`src/rtl/vga_pkg.sv`:
```
`default_nettype none
// ============================================================================
//  Module      : vga_pkg
//  Description : Shared constants and types for the VGA pixel pipeline.
//                1024x768 timing constants, text-box geometry, the latency of
//                the character overlay stage and the timing/colour bundle
//                carried from stage to stage.
//  Revision    : 1.0 - initial release
// ============================================================================
package vga_pkg;

   // 1024x768 @ 60 Hz timing
   localparam int HOR_TOTAL_TIME  = 1344;
   localparam int HOR_ACTIVE_TIME = 1024;
   localparam int HOR_BLANK_START = 1024;
   localparam int HOR_BLANK_TIME  = 320;
   localparam int HOR_SYNC_START  = 1048;
   localparam int HOR_SYNC_TIME   = 136;

   localparam int VER_TOTAL_TIME  = 806;
   localparam int VER_ACTIVE_TIME = 768;
   localparam int VER_BLANK_START = 768;
   localparam int VER_BLANK_TIME  = 38;
   localparam int VER_SYNC_START  = 771;
   localparam int VER_SYNC_TIME   = 6;

   // Text box geometry
   localparam int CHAR_W    = 8;
   localparam int CHAR_H    = 16;
   localparam int TEXT_COLS = 32;
   localparam int TEXT_ROWS = 8;

   localparam int DRAW_CHAR_LATENCY = 4;

   // Timing and colour bundle travelling down the pipeline
   typedef struct packed {
      logic [10:0] hcount;
      logic [10:0] vcount;
      logic        hsync;
      logic        vsync;
      logic        hblnk;
      logic        vblnk;
      logic [11:0] rgb;
   } vga_bus_t;

endpackage
`default_nettype wire

```
`src/rtl/font_rom.sv`:
```
`default_nettype none
// ============================================================================
//  Module      : font_rom
//  Description : 128-glyph 8x16 font ROM, one registered read per clock.
//                addr = {char_code[6:0], line[3:0]}; data is the glyph row,
//                MSB = leftmost pixel. The data register has no reset.
//  Ports       : clk  - pixel clock
//                addr - 11-bit glyph row address
//                data - registered 8-bit glyph row (1-cycle latency)
//  Revision    : 1.0 - initial release
// ============================================================================
module font_rom (
   input  logic        clk,
   input  logic [10:0] addr,
   output logic [7:0]  data
);

   logic [7:0] data_q;

   // Each glyph is a 128-bit bitmap with row 0 in the top byte. Codes not
   // populated with a real glyph show a hollow "missing glyph" box.
   function automatic logic [7:0] glyph_row(input logic [6:0] code,
                                            input logic [3:0] line);
      logic [127:0] bitmap;
      logic [127:0] shifted;
      case (code)
         7'h20:   bitmap = 128'h00000000_00000000_00000000_00000000; // ' '
         7'h30:   bitmap = 128'h00007CC6_C6CEDEF6_E6C6C67C_00000000; // '0'
         7'h41:   bitmap = 128'h00001038_6CC6C6FE_C6C6C6C6_00000000; // 'A'
         7'h48:   bitmap = 128'h0000C6C6_C6C6FEC6_C6C6C6C6_00000000; // 'H'
         7'h52:   bitmap = 128'h0000FC66_66667C6C_666666E6_00000000; // 'R'
         default: bitmap = 128'hFF818181_81818181_81818181_818181FF;
      endcase
      shifted = bitmap >> {4'd15 - line, 3'b000};
      return shifted[7:0];
   endfunction

   always_ff @(posedge clk) begin
      data_q <= glyph_row(addr[10:4], addr[3:0]);
   end

   assign data = data_q;

endmodule
`default_nettype wire

```
`src/rtl/draw_rect_char.sv`:
```
`default_nettype none
// ============================================================================
//  Module      : draw_rect_char
//  Description : Overlays a 32x8-character (256x128 pixel) text box on the
//                VGA pixel stream. Generates char_xy for the upstream char
//                ROM, receives char_code one cycle later, looks up the glyph
//                row in font_rom and paints TEXT_COLOR on set glyph bits.
//                All outputs are delayed by exactly 4 clocks.
//  Ports       : clk, rst            - pixel clock, sync active-high reset
//                *_in                - incoming timing and colour stream
//                char_code           - code from char ROM (1 cycle after xy)
//                char_xy             - {column[4:0], row[2:0]} to char ROM
//                *_out               - stream delayed by 4 clocks
//  Revision    : 1.0 - initial release
// ============================================================================
module draw_rect_char
   import vga_pkg::*;
#(
   parameter int          XPOS       = 100,
   parameter int          YPOS       = 200,
   parameter logic [11:0] TEXT_COLOR = 12'hFFF
) (
   input  logic        clk,
   input  logic        rst,
   input  logic [10:0] hcount_in,
   input  logic [10:0] vcount_in,
   input  logic        hsync_in,
   input  logic        vsync_in,
   input  logic        hblnk_in,
   input  logic        vblnk_in,
   input  logic [11:0] rgb_in,
   input  logic [6:0]  char_code,
   output logic [7:0]  char_xy,
   output logic [10:0] hcount_out,
   output logic [10:0] vcount_out,
   output logic        hsync_out,
   output logic        vsync_out,
   output logic        hblnk_out,
   output logic        vblnk_out,
   output logic [11:0] rgb_out
);

   localparam logic [11:0] C_XPOS = 12'(XPOS);
   localparam logic [11:0] C_YPOS = 12'(YPOS);
   localparam int          C_LAST = DRAW_CHAR_LATENCY - 1;

   // Stage 1 combinational
   logic [11:0] rel_x;
   logic [11:0] rel_y;
   logic        inside_d;
   logic [7:0]  char_xy_d;
   vga_bus_t    bus_d;

   // Pipeline registers
   logic [7:0]  char_xy_q;
   logic [3:0]  line_s1_q;
   logic [3:0]  line_s2_q;
   logic [2:0]  bit_s1_q;
   logic [2:0]  bit_s2_q;
   logic [2:0]  bit_s3_q;
   logic        inside_s1_q;
   logic        inside_s2_q;
   logic        inside_s3_q;
   vga_bus_t    bus_q [DRAW_CHAR_LATENCY];

   // Font lookup and output stage
   logic [10:0] font_addr;
   logic [7:0]  glyph;
   logic        pix;
   vga_bus_t    out_d;

   always_comb begin
      // 12-bit two's-complement offsets; inputs are at most 2047 and the
      // box origin at most 1023, so neither subtraction can wrap.
      rel_x = {1'b0, hcount_in} - C_XPOS;
      rel_y = {1'b0, vcount_in} - C_YPOS;
      // Sign bit clear means >= 0; no bits set above bit 7 (x) / bit 6 (y)
      // means < 256 / < 128.
      inside_d  = !rel_x[11] && (rel_x[10:8] == 3'd0) &&
                  !rel_y[11] && (rel_y[10:7] == 4'd0);
      // Held at 0 outside the box so the char ROM address stays quiet.
      char_xy_d = inside_d ? {rel_x[7:3], rel_y[6:4]} : 8'h00;

      bus_d.hcount = hcount_in;
      bus_d.vcount = vcount_in;
      bus_d.hsync  = hsync_in;
      bus_d.vsync  = vsync_in;
      bus_d.hblnk  = hblnk_in;
      bus_d.vblnk  = vblnk_in;
      bus_d.rgb    = rgb_in;
   end

   // char_code arrives registered by the char ROM in step with line_s2_q.
   assign font_addr = {char_code, line_s2_q};

   font_rom u_font_rom (
      .clk  (clk),
      .addr (font_addr),
      .data (glyph)
   );

   always_comb begin
      pix   = glyph[3'd7 - bit_s3_q];
      out_d = bus_q[C_LAST-1];
      if (bus_q[C_LAST-1].hblnk || bus_q[C_LAST-1].vblnk) begin
         out_d.rgb = 12'h000;
      end else if (inside_s3_q && pix) begin
         out_d.rgb = TEXT_COLOR;
      end
   end

   always_ff @(posedge clk) begin
      if (rst) begin
         char_xy_q   <= 8'h00;
         line_s1_q   <= 4'd0;
         line_s2_q   <= 4'd0;
         bit_s1_q    <= 3'd0;
         bit_s2_q    <= 3'd0;
         bit_s3_q    <= 3'd0;
         inside_s1_q <= 1'b0;
         inside_s2_q <= 1'b0;
         inside_s3_q <= 1'b0;
         for (int k = 0; k < DRAW_CHAR_LATENCY; k++) begin
            bus_q[k] <= '0;
         end
      end else begin
         char_xy_q   <= char_xy_d;
         line_s1_q   <= rel_y[3:0];
         bit_s1_q    <= rel_x[2:0];
         inside_s1_q <= inside_d;

         line_s2_q   <= line_s1_q;
         bit_s2_q    <= bit_s1_q;
         inside_s2_q <= inside_s1_q;

         bit_s3_q    <= bit_s2_q;
         inside_s3_q <= inside_s2_q;

         bus_q[0] <= bus_d;
         for (int k = 1; k < C_LAST; k++) begin
            bus_q[k] <= bus_q[k-1];
         end
         bus_q[C_LAST] <= out_d;
      end
   end

   assign char_xy    = char_xy_q;
   assign hcount_out = bus_q[C_LAST].hcount;
   assign vcount_out = bus_q[C_LAST].vcount;
   assign hsync_out  = bus_q[C_LAST].hsync;
   assign vsync_out  = bus_q[C_LAST].vsync;
   assign hblnk_out  = bus_q[C_LAST].hblnk;
   assign vblnk_out  = bus_q[C_LAST].vblnk;
   assign rgb_out    = bus_q[C_LAST].rgb;

endmodule
`default_nettype wire

```
`config.mk`:
```
export PLATFORM = sky130hd
export DESIGN_NAME = draw_rect_char
export DESIGN_NICKNAME = d
export VERILOG_FILES = /design/src/rtl/vga_pkg.sv /design/src/rtl/font_rom.sv /design/src/rtl/draw_rect_char.sv
export SDC_FILE = /design/constraint.sdc
export NUM_CORES = 1
export LEC_CHECK = 0
export ABC_CLOCK_PERIOD_IN_PS = 2900
export BUFFER_PORTS_ARGS = -buffer_cell sky130_fd_sc_hd__buf_2
export CORE_MARGIN = 5
export CORE_UTILIZATION = 55
export DETAILED_ROUTE_END_ITERATION = 12
export PLACE_DENSITY_LB_ADDON = 0.05
export SYNTH_ARGS = -nofsm -noshare
export SYNTH_HDL_FRONTEND = slang
export SYNTH_SLANG_ARGS = --single-unit
```
`constraint.sdc`:
```
create_clock -name clk -period 2.9 [get_ports clk]
set_clock_uncertainty 0.05 [all_clocks]
set_input_delay 0 -clock clk [delete_from_list [all_inputs] [get_ports clk]]
set_output_delay 0 -clock clk [all_outputs]
set_load 0.005 [all_outputs]
```
# After elaboration in Yosys (flattened, before gate mapping)
# Memories as Yosys holds them, arrays and structs flattened.
# Index checks and enable logic that the tools add are counted.
dict set report totals {
  mem_bits_rw 152
  inputBits 47
  elab_cells 49
  n_memories 1
  regBits 36
  out_inout_bits 46
}
dict set report classes {
  shifts 1
  eq_ne 5
  mux 12
  bitwise_logic 5
  add_sub_neg 4
  reduce_logical 10
  n_lt_le_gt_ge 1
}
# name words word_bits read_ports rd_clocked_by_memory_dff write_ports line_no
set mem_list {}
lappend mem_list {bus_q 4 38 4 0 4 draw_rect_char.sv:64} ;# vga_bus_t bus_q [DRAW_CHAR_LATENCY];
# operator n
set op_table {}
lappend op_table {{case mux 128 bit (5 select lines)} 1}
lappend op_table {{2-to-1 mux 38 bit} 4}
lappend op_table {{right shift 128 x 7 -> 8 bit} 1}
lappend op_table {{2-to-1 mux 12 bit} 2}
lappend op_table {{equality test 7 bit, second input constant} 3}
lappend op_table {{equality test 7 x 6 -> 1 bit, second input constant} 2}
lappend op_table {{subtractor 11 x 7 -> 12 bit, second input constant} 1}
lappend op_table {{subtractor 11 x 8 -> 12 bit, second input constant} 1}
lappend op_table {{logical AND 1 bit} 4}
lappend op_table {{logical NOT 4 bit} 1}
lappend op_table {{less-than comparator 3 x 4 -> 1 bit, second input constant} 1}
lappend op_table {{2-to-1 mux 1 bit} 4}
lappend op_table {{bitwise OR 1 bit} 4}
lappend op_table {{subtractor 4 bit, first input constant} 1}
lappend op_table {{binary-select mux 1 bit (select 3 bit)} 1}
lappend op_table {{logical NOT 3 bit} 1}
lappend op_table {{subtractor 3 bit, first input constant} 1}
lappend op_table {{logical NOT 1 bit} 2}
lappend op_table {{OR reduction 2 bit} 1}
lappend op_table {{logical OR 1 bit} 1}
lappend op_table {{NOT 1 bit} 1}

# Depth between registers and ports, before layout
dict set report depth {
  depth_word 7
  depth_mapped 8
  ltp_nobuf 7
}

# Hierarchy
# Synthesis repeated with hierarchy kept, for this count alone.
dict set report hier_totals {
  hier_cells 499
  hier_area_um2 5579.1
}
# module instances seq_area_each_um2 area_each_um2 cells_per_inst
set by_module_without_submodules {}
lappend by_module_without_submodules {draw_rect_char 1 3363.2 4875.9 401}
lappend by_module_without_submodules {font_rom 1 140.1 703.2 98}

# Least setup slack after synthesis
# Ideal clock, no wire load.
dict set report synth_timing {
  path_kind {register to register}
  start {reg line_s2_q[2]}
  end {reg u_font_rom.data_q[3], in the netlist u_font_rom.data[3]}
  arrival_ns 1.466
  synth_period_minus_slack_ns 1.641
  slack_ns 1.259
  setup_time_ns 0.125
  required_time_ns 2.725
  stages_incl_launch_ff 5
  path_buffers 1
  path_cell_list {dfxtp_1 -> clkbuf_1 -> clkinv_1 -> a31o_4 -> o41a_1}
}
dict set report synth_between {
  elab_chain_len 2
}
# item line_no
set synth_lines {}
lappend synth_lines {{start: declaration} draw_rect_char.sv:57} ;# logic [3:0] line_s2_q;
lappend synth_lines {{start signal: assignment} draw_rect_char.sv:132} ;# line_s2_q <= line_s1_q;
lappend synth_lines {{subtractor 4 bit} font_rom.sv:34} ;# shifted = bitmap >> {4'd15 - line, 3'b000};
lappend synth_lines {{right shift 128 x 7 -> 8 bit} font_rom.sv:34}
lappend synth_lines {{end signal: assignment} font_rom.sv:39} ;# data_q <= glyph_row(addr[10:4], addr[3:0]);
lappend synth_lines {{end: declaration} font_rom.sv:18} ;# logic [7:0] data_q;
# Every way passes these cells.
# A chain may end at the register's enable or synchronous reset.

# Final worst setup path
# Same ends and word-level chain as after synthesis.

==> summary.md <==
| Metric | Value |
|---|---|
| Layout area overhead | `31.4%` |
| Critical path class | `flip-flop to flip-flop` |
| Clk_lat worst skew | `around 0.51 ns` |
| Post-Syn Nets | `~550` |
| Max FO, Critical Path | `10` |
| Compound-Gate Fraction of Synth Area | `0.0873` |
| Clock slew at reported path FFs | `0.06 ns` |
| Die area | `roughly 12000 um^2` |
| CTS tree | `built` |
| HPWL Detailed | `slightly above 6000 um` |
| Synth warn | `0` |
| Synth Area per Inst | `11.2 um^2` |
| Worst Hold Slack | `0.0573 ns` |
| Status | `finished, final reports clean` |
| Multi-input gate area | `1950 um^2` |
| Final Max Slew Viols | `0` |
| # setup viols final | `0` |
| Crit path capture type | `flip-flop` |
| Worst VDD drop | `0.476 mV` |
| CTS max path bufs | `2` |
| RSZ-0062 raised after global routing | `no` |
| PwrDens | `around 670 nW/um^2` |
| DRT antenna net count | `0` |
| First-pass GRT wire length | `17300 um` |
| Sequential element share of the synthesized area | `0.627` |
| Die height | `111 um` |
| Number of port buffers | `92` |
| Die width | `111 um` |
| Xor/xnor cell area share of the yosys netlist | `0.00940` |
| Synth unique cells | `~60` |
| Final Wtd Congestion | `~0.77` |
| Crit path DAT | `roughly 2.2 ns` |
| Vias | `approximately 3800` |
| H-tree levels | `4` |
| Routed Wire Length | `10100 um` |
| Design Power | `around 4.9 mW` |
| Core Region | `between 9000 and 10000 um^2` |
| Num CTS Buffers | `17` |
| Period utilisation layout | `0.628` |
| Fillers | `about 670` |
| Ys flop type | `dfxtp_1` |
| Max-cap check violation count | `0` |
| Mux share of post-synthesis cell area | `0.00940` |
| Hold Path Class | `primary input to flip-flop` |
| Seq. cell area | `between 3000 and 4000 um^2` |
| Vias in the first global route | `about 3800` |
| Antenna violations before repair | `0` |
| Num ports | `93` |
| Total negative setup slack | `0 ns` |
| Simple-gate share of the synthesized area | `0.237` |
| Final count of hold timing violations | `0` |
| Max-slew headroom | `0.404` |
| Clk root buf | `clkbuf_8` |
| Diodes inserted | `0` |
| TritonRoute pass-1 iters | `4` |
| Num rows | `36` |
| Final Critical Period | `1.82 ns` |
| Flops & latches, synth | `between 150 and 200` |
| Mapped Cells | `498` |
| EDFF count, synth | `0` |
| Critical Path RT | `between 3 and 4 ns` |
| Final Net Count | `approximately 700` |
| # Post-CTS Setup Buffers | `0` |
| Initial core utilization | `0.567` |
| Fmax | `0.549 GHz` |
| Async S/R FF share, synth | `0` |
| Wire per inst | `approximately 13 um` |
| Startpoint types | `flip-flop` |
| LEAKAGE | `approximately 3.2 nW` |
| Initial DRC count | `~180` |
| Post-Synth Adder-Cell Area | `0.00448` |
| Clk sinks | `~180` |
| Largest net degree at the start of global routing | `77` |
| Residual DRC | `0` |
| Remaining Overflow, GRT | `0` |
| Global Route Usage Sum | `0.173` |
| Worst-margin pin slew | `between 0.8 and 0.9 ns` |
| Share of layout cells above drive strength 1 | `0.208` |
| Post-Synthesis Cell Area | `5590 um^2` |
| Main combinational cell family by area after synthesis | `simple AND/OR/NAND/NOR gates` |
| Vias per cell | `just under 5` |
-- final cells by class --
cell class                      instances  area share
Clock inverter                         14      0.0201
Tap cell                              133      0.0226
Multi-Input combinational cell        288       0.265
Clock buffer                           18      0.0569
Sequential cell                       175       0.477
Timing Repair Buffer                  160       0.155
Inverter                                8     0.00409
-- repair_timing --
| action | 4_1_cts | 5_1_grt |
|---|---|---|
| hold buffers | 66 | 0 |
| resized for setup | 0 | 0 |
| endpoints found under the hold margin | 84 | 0 |
-- flip-flops by register name (all words and copies together), names as in the netlist --
| register | count |
|---|---|
| inside_s3_q | 1 |
| char_xy | 8 |
| bit_s1_q | 3 |
| inside_s1_q | 1 |
| inside_s2_q | 1 |
| u_font_rom.data | 7 |
| line_s2_q | 4 |
| bit_s3_q | 3 |
| line_s1_q | 4 |
| bus_q | 140 |
| bit_s2_q | 3 |
-- placed cells by master, fill, tap and decap left out, drive strengths merged, types with 3 or more instances in the layout --
master / instances
nor3: 9
clkbuf: 18
and3: 3
nand3: 6
nand2b: 8
dlygate4sd3: 66
o211ai: 3
clkinv: 6
a31oi: 3
mux2i: 3
o21a: 12
a21oi: 9
xor2: 4
a21o: 4
inv: 14
buf: 94
nor2: 21
nor4b: 3
nor4bb: 3
o21ai: 8
a211oi: 5
dfxtp: 175
nor2b: 141
nand2: 6
nor3b: 3
-- stage by stage --
step | setup WS, ns | utilization | cell area (um^2) | cells
after detailed placement | 1.10 | 0.621 | 6120 | 698
after CTS | 1.12 | 0.745 | 7350 | 796
after global placement | 1.14 | 0.621 | 6120 | 698
final | 1.08 | 0.745 | 7350 | 796
after floorplan | 1.26 | - | 5590 | 498
after global routing | 0.937 | 0.745 | 7350 | 796
-- cell usage after synthesis, types with 2 or more instances --
master      n  area share
a211oi_1    5      0.0067
a21boi_0    2      0.0027
a21o_1      4      0.0054
a21oi_1     9      0.0081
a31oi_1     3      0.0034
a41oi_1     2      0.0031
and3_1      2      0.0022
and3b_1     2      0.0031
buf_2       3      0.0027
clkbuf_1   22       0.015
dfxtp_1   175        0.63
ha_1        2      0.0045
inv_1       7      0.0047
mux2i_1     3      0.0054
nand2_1     6      0.0040
nand2b_1    8      0.0090
nand3_1     6      0.0054
nor2_1     21       0.014
nor2b_1   141        0.16
nor3_1      7      0.0063
nor3b_1     2      0.0027
nor4bb_1    3      0.0054
o211ai_1    3      0.0040
o21a_1     12       0.016
o21ai_0     6      0.0054
o21ai_1     2      0.0018
o32a_1      2      0.0036
xnor2_1     2      0.0031
xor2_1      4      0.0063
-- metal layers --
layer / share of wire / track usage / wire length (um)
met3: 0.059 / 0.0726 / 597
met4: 0.013 / 0.0517 / 133
met2: 0.49 / 0.287 / 4890
met5: 0 / 0 / 0
met1: 0.44 / 0.205 / 4430
-- worst max-delay path, cell delays in order, from the launching register on --
cell and delay (ns):
dfxtp_1 0.50, clkinv_1 0.35, o41ai_1 0.52, a21bo_2 0.21
o41a_1 0.14
-- path summary, 6_finish.rpt --
path | cells past startpoint | endpoint | start | slack, ns
setup / recovery | 4 | u_font_rom.data[3] | line_s2_q[2] | 1.08
hold / removal | 3 | u_font_rom.data[0] | char_code[4] | 0.06
setup reg to reg | 4 | u_font_rom.data[3] | line_s2_q[2] | 1.08
hold reg to reg | 1 | bus_q[2][9] | bus_q[1][9] | 0.38
-- cell families after synthesis --
| kind of cell | after synthesis |
|---|---|
| flip-flops | 175 |
| adder cells (fa/ha/maj) | 2 |
| XOR/XNOR | 6 |
| buffers and inverters | 35 |
| AO/OA/AOI/OAI | 65 |
| AND/OR/NAND/NOR | 211 |
| multiplexers | 4 |
-- report_power, final --
part           total [mW]  internal [mW]  switching, mW  leakage [nW]
Sequential           2.51           2.49         0.0237          1.43
Clock                2.10           1.17          0.930         0.278
Combinational       0.300          0.168          0.132          1.45
Total                4.91           3.83           1.09          3.16
(Power assumes the default switching activity.)
